===== src/rtl/score_ctrl_pkg.sv =====
// Shared definitions for the scored-play session controller.
// Holds the session state encoding and the default sizing/timing values
// that the display mux and the top level also rely on.
package score_ctrl_pkg;

  typedef enum logic [1:0] {
    SC_IDLE   = 2'd0,
    SC_PLAY   = 2'd1,
    SC_SETTLE = 2'd2,
    SC_SHOW   = 2'd3
  } sc_state_e;

  localparam int DEF_SCORE_W      = 14;
  localparam int DEF_ERR_W        = 8;
  localparam int DEF_MISS_PENALTY = 200;
  localparam int DEF_SHOW_CYCLES  = 100_000_000;  // 1 s at 100 MHz
  localparam int DEF_CNT_W        = 27;
  localparam int NOTE_CNT_W       = 10;

endpackage


===== src/rtl/score_ctrl_sat_add.sv =====
// Unsigned saturating adder (combinational).
// Ports:
//   a, b : W-bit unsigned operands
//   y    : a + b, clamped to all-ones when the true sum overflows W bits
module score_ctrl_sat_add #(
  parameter int W = 14
) (
  input  logic [W-1:0] a,
  input  logic [W-1:0] b,
  output logic [W-1:0] y
);

  logic [W:0] sum;

  assign sum = {1'b0, a} + {1'b0, b};
  assign y   = sum[W] ? {W{1'b1}} : sum[W-1:0];

endmodule


===== src/rtl/score_ctrl.sv =====
// Session controller for scored play mode.
// Clears the score on start, accumulates a saturating penalty from judged
// notes, then holds the result phase so the display shows the level.
// Ports:
//   clk, rst_n   : system clock, asynchronous active-low reset
//   start        : pulse, begin a session (IDLE only)
//   abort        : level, cancel an active session, clears score
//   note_valid   : pulse, one judged note; note_miss / note_err qualify it
//   song_done    : pulse, last note judged, enter result phase
//   score        : accumulated penalty (larger = worse), to score2level
//   note_cnt     : notes judged this session, saturating
//   busy         : session active (PLAY, SETTLE, SHOW)
//   show_level   : result being displayed (SHOW)
//   done         : one-cycle pulse on normal SHOW -> IDLE completion
//
// state  | meaning
// IDLE   | no session; score/note_cnt hold last result
// PLAY   | accumulating penalties from judged notes
// SETTLE | one-cycle gap; loads the show timer
// SHOW   | level displayed; timer counts down to 0
module score_ctrl
  import score_ctrl_pkg::*;
#(
  parameter int                 SCORE_W      = DEF_SCORE_W,
  parameter int                 ERR_W        = DEF_ERR_W,
  parameter logic [SCORE_W-1:0] MISS_PENALTY = SCORE_W'(DEF_MISS_PENALTY),
  parameter int                 SHOW_CYCLES  = DEF_SHOW_CYCLES,
  parameter int                 CNT_W        = DEF_CNT_W
) (
  input  logic                  clk,
  input  logic                  rst_n,
  input  logic                  start,
  input  logic                  abort,
  input  logic                  note_valid,
  input  logic                  note_miss,
  input  logic [ERR_W-1:0]      note_err,
  input  logic                  song_done,
  output logic [SCORE_W-1:0]    score,
  output logic [NOTE_CNT_W-1:0] note_cnt,
  output logic                  busy,
  output logic                  show_level,
  output logic                  done
);

  sc_state_e             state, state_nx;
  logic [SCORE_W-1:0]    score_nx;
  logic [NOTE_CNT_W-1:0] cnt_nx;
  logic [CNT_W-1:0]      timer, timer_nx;
  logic                  done_nx;

  logic [SCORE_W-1:0]    penalty;
  logic [SCORE_W-1:0]    score_sum;

  assign penalty = note_miss ? MISS_PENALTY
                             : {{(SCORE_W-ERR_W){1'b0}}, note_err};

  score_ctrl_sat_add #(.W(SCORE_W)) u_sat_add (
    .a (score),
    .b (penalty),
    .y (score_sum)
  );

  always_ff @(posedge clk or negedge rst_n) begin
    if (!rst_n) begin
      state      <= SC_IDLE;
      score      <= '0;
      note_cnt   <= '0;
      timer      <= '0;
      busy       <= 1'b0;
      show_level <= 1'b0;
      done       <= 1'b0;
    end else begin
      state      <= state_nx;
      score      <= score_nx;
      note_cnt   <= cnt_nx;
      timer      <= timer_nx;
      busy       <= (state_nx != SC_IDLE);
      show_level <= (state_nx == SC_SHOW);
      done       <= done_nx;
    end
  end

  always_comb begin
    state_nx = state;
    score_nx = score;
    cnt_nx   = note_cnt;
    timer_nx = timer;
    done_nx  = 1'b0;

    // abort outranks everything, but only once a session is running
    if (abort && (state != SC_IDLE)) begin
      state_nx = SC_IDLE;
      score_nx = '0;
      cnt_nx   = '0;
      timer_nx = '0;
    end else begin
      case (state)
        SC_IDLE: begin
          if (start) begin
            state_nx = SC_PLAY;
            score_nx = '0;
            cnt_nx   = '0;
          end
        end
        SC_PLAY: begin
          // a note arriving alongside song_done still counts
          if (note_valid) begin
            score_nx = score_sum;
            cnt_nx   = (note_cnt == {NOTE_CNT_W{1'b1}}) ? note_cnt
                                                        : note_cnt + NOTE_CNT_W'(1);
          end
          if (song_done) state_nx = SC_SETTLE;
        end
        SC_SETTLE: begin
          timer_nx = CNT_W'(SHOW_CYCLES - 1);
          state_nx = SC_SHOW;
        end
        SC_SHOW: begin
          if (timer == '0) begin
            state_nx = SC_IDLE;
            done_nx  = 1'b1;
          end else begin
            timer_nx = timer - CNT_W'(1);
          end
        end
        default: state_nx = SC_IDLE;
      endcase
    end
  end

endmodule

===== config.mk =====
export PLATFORM = sky130hd
export DESIGN_NAME = score_ctrl
export DESIGN_NICKNAME = d
export VERILOG_FILES = /design/src/rtl/score_ctrl_pkg.sv /design/src/rtl/score_ctrl_sat_add.sv /design/src/rtl/score_ctrl.sv
export SDC_FILE = /design/constraint.sdc
export NUM_CORES = 1
export LEC_CHECK = 0
export CAP_MARGIN = 20
export CORE_ASPECT_RATIO = 1.1
export CORE_MARGIN = 10
export CORE_UTILIZATION = 55
export CTS_CLUSTER_SIZE = 30
export DETAILED_ROUTE_END_ITERATION = 7
export DONT_BUFFER_PORTS = 1
export GPL_TIMING_DRIVEN = 0
export PLACE_DENSITY = 0.7
export SYNTH_ARGS = -nofsm -noshare
export SYNTH_HDL_FRONTEND = slang
export SYNTH_HIERARCHICAL = 1
export SYNTH_SLANG_ARGS = --single-unit

===== constraint.sdc =====
create_clock -name clk -period 2.8 [get_ports clk]
set_input_delay 0 -clock clk [delete_from_list [all_inputs] [get_ports clk]]
set_output_delay 0 -clock clk [all_outputs]
set_load 0.02 [all_outputs]

==> impl_metrics.toml, run 1 <==
[outcome]
status = "complete, no violations"

[global_route]
grtUsageTotal_pct = 18.6
gr-total-overflow = 0
grt_pass1_vias = 3428
antenna_found_initial = 0
grt_max_degree = 57
grt_pass1_wl_um = 16800

[timing]
report.final.slew_viol_count = 0
finalHoldViolCount = 0
timing.hold.ws_ns = 0.0998
slew_headroom_pct = 57.0
setup_tns_ns = 0
finalSetupViolCount = 0
clock_skew_ns = 0.00806
rsz0062_at_grt = "no"
worstMarginPinSlew_ns = 0.642
fin_crit_ns = 2.68
clock.fmax_ghz = 0.373
fin_crit_sh_pct = 95.6

[floorplanning]
start_util_pct = 56.3
core_mm2 = 0.00701
dieWidth_um = 101
num_io_pins = 42
rows = 32
dieArea_mm2 = 0.0110
die_height_um = 109

[critical_path]
worstSetupStartpointType = "flop"
cp_top_family = "compound AO/OA/AOI/OAI gates"
cp_cell_sequence = "ha_1, fa_2, a211oi_2, nor2_2, a211o_1, a211oi_2, or2_4, buf_6, nand2_1, nand3_1, nand2_1"
worstPathArrival_ns = 2.90
worstPathRequired_ns = 3.02
cpPeakStageDelay_ns = 0.48
critical_path_buf_inv_count = 1
cp_max_fo = 10
critical_path_class = "flop to flop"
crit_path_top_delay_cell = "dfrtp_2"
crit_path_end_kind = "flop"

[pwr]
power.total_mw = 4.08
power_leakage_nw = 1.90
vdd_ir_drop_max_uv = 660
p_per_area_mw_per_mm2 = 966

[routing]
drc = 0
via_per_inst = 6.33
wl_per_cell_um = 18.2
ant_nets = 0
drtIter0Drc = 232
vias = 3570
wirelength_um = 10300
drtPass1Iterations = 4

[synthesis]
ys_async_sr_fraction_pct = 100
syn_area_per_cell_um2 = 8.54
synth_ff_type = "dfrtp_1"
ys_seq_area_share_pct = 35.5
syn-cell-area_mm2 = 0.00395
synth-edff-count = 0
syn_inst = 462
ys_types = 72
yosys_register_bits = 56
ys.warnings.count = 6

[final_layout]
drive_gt1_share_pct = 9.19
final_net_count = 510
final_common_cell = "nand2_1"
mostFrequentLayoutCells = "nand2_1, dfrtp_1, nand3_1"
fin_cells = 564
n_antenna_cell = 0
syn_to_final_growth_pct = 7.07
num-fill-cells = 636

[placement]
place.gp.congestion = 0.898
portBuffers = 0
hpwl_um = 7350
dpl.cell_count = 552

[cts]
clk_pin_slew_ns = 0.10
cts_root_buffer = "clkbuf_8"
cts_sinks = 56
insertion_delay_ns = 0.32
cts.path.max_buffers = 2
numCtsBuffers = 5
htreeDepth = 2
cts_tree = "done"

[min_path]
hp-class = "primary input to flop"

[job]
max_cap_viol_count = 0
-- per-stage QoR --
stage          cell area (µm²)  utilization, %  setup slack (ns)
6_report                  4220            60.3             0.123
5_1_grt                   4220            60.3            0.0163
4_1_cts                   4210            60.1            0.0175
3_5_place_dp              4070            58.1         -0.000132
3_3_place_gp              4070            58.1            0.0667
2_1_floorplan             3960               -             0.294
-- worst paths after layout --
kind / cells after the start / slack, ns / endpoint / startpoint
setup / recovery: 11 / 0.12 / score[8] / score[0]
max in group asynchronous: 2 / 2.35 / timer[23] / rst_n
min in group asynchronous: 2 / 0.19 / note_cnt[6] / rst_n
setup reg to reg: 11 / 0.12 / score[8] / score[0]
hold reg to reg: 1 / 0.57 / timer[9] / timer[9]
hold / removal: 3 / 0.1 / busy / start
-- routing by layer --
metal / GRT usage, % / part of all wire, % / vias to the layer above
met1: 22.9 / 42 / 1707
li1: - / - / 1725
met4: 8.38 / 2.2 / 0
met5: 0 / 0 / -
met3: 3.35 / 7.0 / 19
met2: 30.9 / 48 / 119
-- worst min-delay path, delay by kind of cell --
| kind | cells | cell delay [ns] |
|---|---|---|
| AND/OR/NAND/NOR | 2 | 0.24 |
| AO/OA/AOI/OAI | 1 | 0.12 |
-- cells by family after synthesis --
logic type	share of synthesized area, %
compound gates	23.1
mux	0.761
xor+xnor	2.66
buf+inv	4.41
fa+ha+maj	5.58
simple gates	27.8
flops	35.5
other cells	0.0951
-- sequential cells by signal, summed over array words and instances (netlist names) --
register,cells
show_level,1
score,14
timer,27
busy,1
state,2
done,1
note_cnt,10
-- synthesized netlist by cell type, drive strengths merged (8+ instances only) --
library cell / n / area [µm²]
buf: 11 / 88.8
nand3: 31 / 155
nor2: 26 / 100
and2: 11 / 71.3
ha: 16 / 200
nand2: 67 / 251
o21ai: 30 / 150
inv: 10 / 40.0
nand2b: 8 / 50.1
a21oi: 29 / 145
clkbuf: 12 / 45.0
nor3: 18 / 101
a211oi: 9 / 72.6
dfrtp: 56 / 1400
-- power breakdown --
part           switching, mW  leakage, nW  internal (mW)
combinational           1.35         1.10          0.883
sequential             0.378        0.754           1.02
clock                  0.269       0.0424          0.180
-- what timing repair did --
item | 4_1_cts | 5_1_grt
endpoints found under the setup margin | 4 | 10
resized for setup | 1 | 3
hold buffers | 4 | 0
endpoints found under the hold margin | 58 | 0
setup buffers | 0 | 0
-- layout make-up --
type	instances	area (µm²)	area share, %
inverters	10	40.0	0.948
plain buffers	23	134	3.17
flip-flops and latches	56	1400	33.2
well taps	85	106	2.52
clock inverters	1	8.76	0.207
clock buffers	7	76.3	1.81
repair buffers	4	57.6	1.36
multi-input cells	378	2400	56.8
No activity file was read; power rests on OpenSTA's default activity.
==> run 2, diff against run 1 <==
--- a/config.mk
+++ b/config.mk
@@ -14,6 +14,7 @@
 export DONT_BUFFER_PORTS = 1
 export GPL_TIMING_DRIVEN = 0
 export PLACE_DENSITY = 0.7
+export SETUP_SLACK_MARGIN = 0.3
 export SYNTH_ARGS = -nofsm -noshare
 export SYNTH_HDL_FRONTEND = slang
 export SYNTH_HIERARCHICAL = 1
==> impl_metrics.toml, run 2 (synthesized netlist as in run 1, its figures left out) <==
[placement]
portBuffers = 0
placed_cell_area_mm2 = 0.00407
hpwl_um = 7320
place.gp.congestion = 0.898
place_ws_ns = 0.0893

[timing]
setup_tns_ns = 0
rsz0062_at_grt = "yes"
finalSetupViolCount = 0
timing.hold.ws_ns = 0.111
clock_skew_ns = 0.00789
clock.fmax_ghz = 0.401
fin_crit_sh_pct = 89.1
worst_slack_ns = 0.306
report.final.slew_viol_count = 0
slew_headroom_pct = 55.9
fin_crit_ns = 2.49
finalHoldViolCount = 0
worstMarginPinSlew_ns = 0.658

[global_route]
grt_max_degree = 57
grtUsageTotal_pct = 18.8
gr-total-overflow = 0
antenna_found_initial = 0
grt_pass1_wl_um = 17100
grt_pass1_vias = 3502

[final_layout]
n_antenna_cell = 0
mostFrequentLayoutCells = "nand2_1, dfrtp_1, o21ai_0"
syn_to_final_growth_pct = 9.99
final_net_count = 514
fin_area_mm2 = 0.00434
final_common_cell = "nand2_1"
top_register = "timer"
drive_gt1_share_pct = 12.8
largest_register_ffs = 27
reg.largest.list = "timer: 27 flops, score: 14 flops, note_cnt: 10 flops"

[floorplanning]
core_mm2 = 0.00701
dieArea_mm2 = 0.0110
die_height_um = 109
start_util_pct = 56.3
rows = 32
dieWidth_um = 101
num_io_pins = 42

[routing]
wirelength_um = 10300
vias = 3654
drtIter0Drc = 210
drc = 0
drtPass1Iterations = 5
ant_nets = 0
wl_per_cell_um = 18.2
via_per_inst = 6.43

[cts]
clk_pin_slew_ns = 0.11
numCtsBuffers = 5
cts_sinks = 56
cts_tree = "done"
cts.path.max_buffers = 2
insertion_delay_ns = 0.32
htreeDepth = 2
cts_root_buffer = "clkbuf_8"

[critical_path]
reg2reg_to = "score[2]"
worstPathRequired_ns = 3.02
cp_max_fo = 5
critical_path_class = "flop to flop"
cpPeakStageDelay_ns = 0.49
cp_cell_sequence = "ha_4, fa_2, a211oi_2, nor2_2, a211o_1, a211oi_2, or2_4, clkbuf_16, nand2_1, nand3_1, nand2_1"
r2r_cells = 11
worstSetupStartpointType = "flop"
critical_path_buf_inv_count = 1
worstPathArrival_ns = 2.71
cp_top_family = "compound AO/OA/AOI/OAI gates"
regToRegStartpoint = "score[0]"
crit_path_top_delay_cell = "dfrtp_2"
ff2ff_setup_slack_ns = 0.31
crit_path_end_kind = "flop"

[pwr]
power.total_mw = 4.18
vdd_ir_drop_max_uv = 581
power_leakage_nw = 1.94
p_per_area_mw_per_mm2 = 963

[min_path]
min-delay-start = "start"
min_to = "busy"
holdPathStages = 3
hp-class = "primary input to flop"

[outcome]
status = "complete, no violations"

[job]
max_cap_viol_count = 0
[run 2: cell types whose count changed in the layout (fill, tap and decap cells not counted), sizes merged]
| cell | before | now |
|---|---|---|
| buf | 12 | 15 |
| inv | 10 | 11 |
[run 2: worst max-delay path by stage]
| stage | cells after the start | slack (ns) | endpoint | startpoint |
|---|---|---|---|---|
| 3_5_place_dp | 11 | 0.09 | score[11] | score[0] |
| 4_1_cts | 11 | 0.31 | score[11] | score[0] |
| 5_1_grt | 11 | 0.15 | score[6] | score[0] |
| 2_1_floorplan | 11 | 0.32 | score[5] | score[0] |
| 3_3_place_gp | 11 | 0.12 | score[11] | score[0] |
| 6_report | 11 | 0.31 | score[2] | score[0] |
[run 2: timing repair]
action                                  in CTS  in global routing
setup buffers                                2                  1
hold buffers                                 4                  0
gates cloned                                 0                  1
endpoints found under the setup margin      14                 14
pin swaps                                    5                 16
endpoints found under the hold margin       58                  0
gates resized for setup                      3                 14
[run 2: cell type report]
class,count,area [µm²]
fillers,612,2670
plain buffers,23,138
well taps,85,106
inverters,10,40.0
flip-flops and latches,56,1400
repair buffers,8,105
clock buffers,6,82.6
clock inverters,2,13.8
multi-input cells,378,2450
[run 2: power by group]
part	internal [mW]	switching, mW	total (mW)
clock network	0.203	0.282	0.485
logic	0.914	1.38	2.30
registers	1.02	0.378	1.39
[run 2: metal layers]
layer / track usage, % / vias to the layer above / wire length [µm]
met5: 0 / - / 0
met4: 8.99 / 0 / 338
met3: 3.92 / 30 / 727
met2: 31.1 / 139 / 4870
met1: 22.7 / 1741 / 4390
li1: - / 1744 / -
[run 2: worst register-to-register path, delay by kind of cell (launching register included)]
kind	cells	cell delay, ns
compound gates	3	0.78
flops	1	0.49
buf+inv	1	0.15
simple gates	5	0.43
fa+ha+maj	2	0.54
[run 2: stage by stage]
| step | instances | utilization, % |
|---|---|---|
| finish | 568 | 61.9 |
| global route | 568 | 61.9 |
| CTS | 566 | 60.7 |
| detailed placement | 552 | 58.1 |
| global placement | 552 | 58.1 |
| floorplan | 467 | - |
==> run 3, diff against run 2 <==
--- a/config.mk
+++ b/config.mk
@@ -17,5 +17,4 @@
 export SETUP_SLACK_MARGIN = 0.3
 export SYNTH_ARGS = -nofsm -noshare
 export SYNTH_HDL_FRONTEND = slang
-export SYNTH_HIERARCHICAL = 1
 export SYNTH_SLANG_ARGS = --single-unit
==> impl_metrics.toml, run 3 <==
[timing]
finalHoldViolCount = 0
clock_skew_ns = 0.0151
fin_crit_sh_pct = 96.5
clock.fmax_ghz = 0.370
rsz0062_at_grt = "yes"
finalSetupViolCount = 0
report.final.slew_viol_count = 0
slew_headroom_pct = 49.2
timing.hold.ws_ns = 0.0564
fin_crit_ns = 2.70
worstMarginPinSlew_ns = 0.756

[floorplanning]
dieArea_mm2 = 0.0100
rows = 30
core_mm2 = 0.00619
num_io_pins = 42
die_height_um = 104
dieWidth_um = 96.3
start_util_pct = 56.9

[placement]
dpl.cell_count = 494
portBuffers = 0
place.gp.congestion = 0.925
hpwl_um = 6580

[cts]
cts_sinks = 56
numCtsBuffers = 5
htreeDepth = 2
insertion_delay_ns = 0.31
cts_root_buffer = "clkbuf_8"
clk_pin_slew_ns = 0.11
cts_tree = "done"
cts.path.max_buffers = 2

[outcome]
status = "complete, no violations"

[global_route]
grt_pass1_wl_um = 16000
grt_pass1_vias = 3328
grtUsageTotal_pct = 19.4
grt_max_degree = 57
antenna_found_initial = 0
gr-total-overflow = 0

[pwr]
switching_share_pct = 44.8
power.total_mw = 3.76
power_frac_comb_pct = 52.2
power_leakage_nw = 1.85
pwr-share-seq_pct = 34.9
vdd_ir_drop_max_uv = 408
p_per_area_mw_per_mm2 = 900
p_clk_share_pct = 12.9
power.switching_mw = 1.68
internal_power_mw = 2.08

[routing]
drc = 0
ant_nets = 0
via_per_inst = 6.40
drtPass1Iterations = 5
vias = 3383
wirelength_um = 10200
wl_per_cell_um = 19.2
drtIter0Drc = 284

[critical_path]
cp_max_fo = 6
r2r_cells = 8
worstSetupStartpointType = "flop"
critPathCapture = "timer[16]"
worstPathArrival_ns = 2.96
regToRegStartpoint = "timer[17]"
reg2reg_to = "timer[16]"
cp-startpoint = "timer[17]"
critical_path_class = "flop to flop"
ff2ff_setup_slack_ns = 0.1
worstPathRequired_ns = 3.06
crit_path_end_kind = "flop"

[min_path]
hp-class = "primary input to flop"

[final_layout]
fin_cells = 529
largest_register_ffs = 27
reg.largest.list = "timer: 27 flops, score: 14 flops, note_cnt: 10 flops"
drive_gt1_share_pct = 16.5
final_common_cell = "dfrtp_1"
final_util_pct = 67.6
mostFrequentLayoutCells = "dfrtp_1, nand2_1, nor2_1"
top_register = "timer"
n_antenna_cell = 0
final_net_count = 476
syn_to_final_growth_pct = 18.7

[synthesis]
yosysTopAreaCell = "dfrtp_1"
syn-cell-area_mm2 = 0.00353
yosys_register_bits = 56
synth-edff-count = 0
syn_inst = 414
ys.warnings.count = 0
synth_ff_type = "dfrtp_1"
ys_seq_area_share_pct = 39.7
synth_nets = 441
yosys-top-cells-count = "dfrtp_1, nor2_1, nand2_1"
ys_types = 58
synthDominantCellAreaShare_pct = 39.7
ys_async_sr_fraction_pct = 100
yosysMostFrequentCell = "dfrtp_1"
synthTopCellsByArea = "dfrtp_1, nor2_1, nand2_1"
syn_area_per_cell_um2 = 8.52

[job]
max_cap_viol_count = 0
==> run 3: changes by cell type after synthesis, moves of 5 or more <==
cell,before,now
nand2_1,67,45
nor2_1,25,47
nand3_1,31,22
xor2_1,6,14
a21oi_1,29,23
a211oi_1,8,3
ha_1,16,11
o211ai_1,0,5
==> run 3: layout make-up <==
class	instances	area, µm²
Tap cell	80	100
Clock buffer	7	96.3
Timing Repair Buffer	28	298
Inverter	8	30.0
Sequential cell	56	1400
Buffer	16	106
Multi-Input combinational cell	334	2150
Fill cell	503	2010
==> run 3: stage by stage <==
step	setup slack (ns)	instance area, µm²	setup TNS (ns)
2_1_floorplan	0.255	3530	0
3_5_place_dp	-0.120	3630	-0.703
6_report	0.0981	4180	0
5_1_grt	0.0390	4180	0
3_3_place_gp	-0.0638	3630	-0.284
4_1_cts	0.152	3920	0
==> run 3: timing repair <==
action	4_1_cts	5_1_grt
setup buffers	9	13
resized for setup	13	41
hold buffers	5	0
setup endpoints to repair	27	37
hold endpoints to repair	61	0
cloned	0	1
pin swaps	5	18
==> run 3: cell families (layout without fill, tap and decap cells) <==
kind of cell	Yosys count	count (layout)	synth area share, %
compound gates	106	106	19.6
fa+ha+maj	12	12	4.47
buf+inv	24	59	3.05
flops	56	56	39.7
mux	2	2	0.568
xor+xnor	18	18	4.47
simple gates	196	196	28.1
==> run 3: per-layer routing <==
layer	GRT usage [%]	vias up	part of all wire, %
li1	-	1571	-
met1	22.9	1610	38
met2	32.6	157	49
met3	5.20	45	8.5
met4	6.65	0	3.8
met5	0	-	0
==> run 3: worst max-delay path: stages (launching register included) <==
cell and delay (ns):
dfrtp_1 0.41, or3_4 0.43, or4b_4 0.55, or4_4 0.54, buf_8 0.15, a21oi_4 0.20, buf_12 0.15, a21o_1 0.08
a22o_1 0.13
==> run 3: power by group through the flow <==
stage | Clock, mW | Combinational (mW) | Sequential, mW
final | 0.486 | 1.97 | 1.31
after global routing | 0.523 | 2.14 | 1.34
after CTS | 0.492 | 1.65 | 1.30
after detailed placement | 0 | 1.47 | 1.31
after global placement | 0 | 1.44 | 1.30
after floorplan | 0 | 1.16 | 1.24
==> run 3: how the worst min path moves through the flow <==
stage	start	end	cells after the start	slack (ns)
2_1_floorplan	rst_n	busy	0	-0.30
3_3_place_gp	rst_n	timer[18]	0	-0.29
3_5_place_dp	rst_n	show_level	0	-0.29
4_1_cts	abort	timer[14]	2	0.05
5_1_grt	abort	timer[13]	3	0.04
6_report	abort	timer[13]	3	0.06
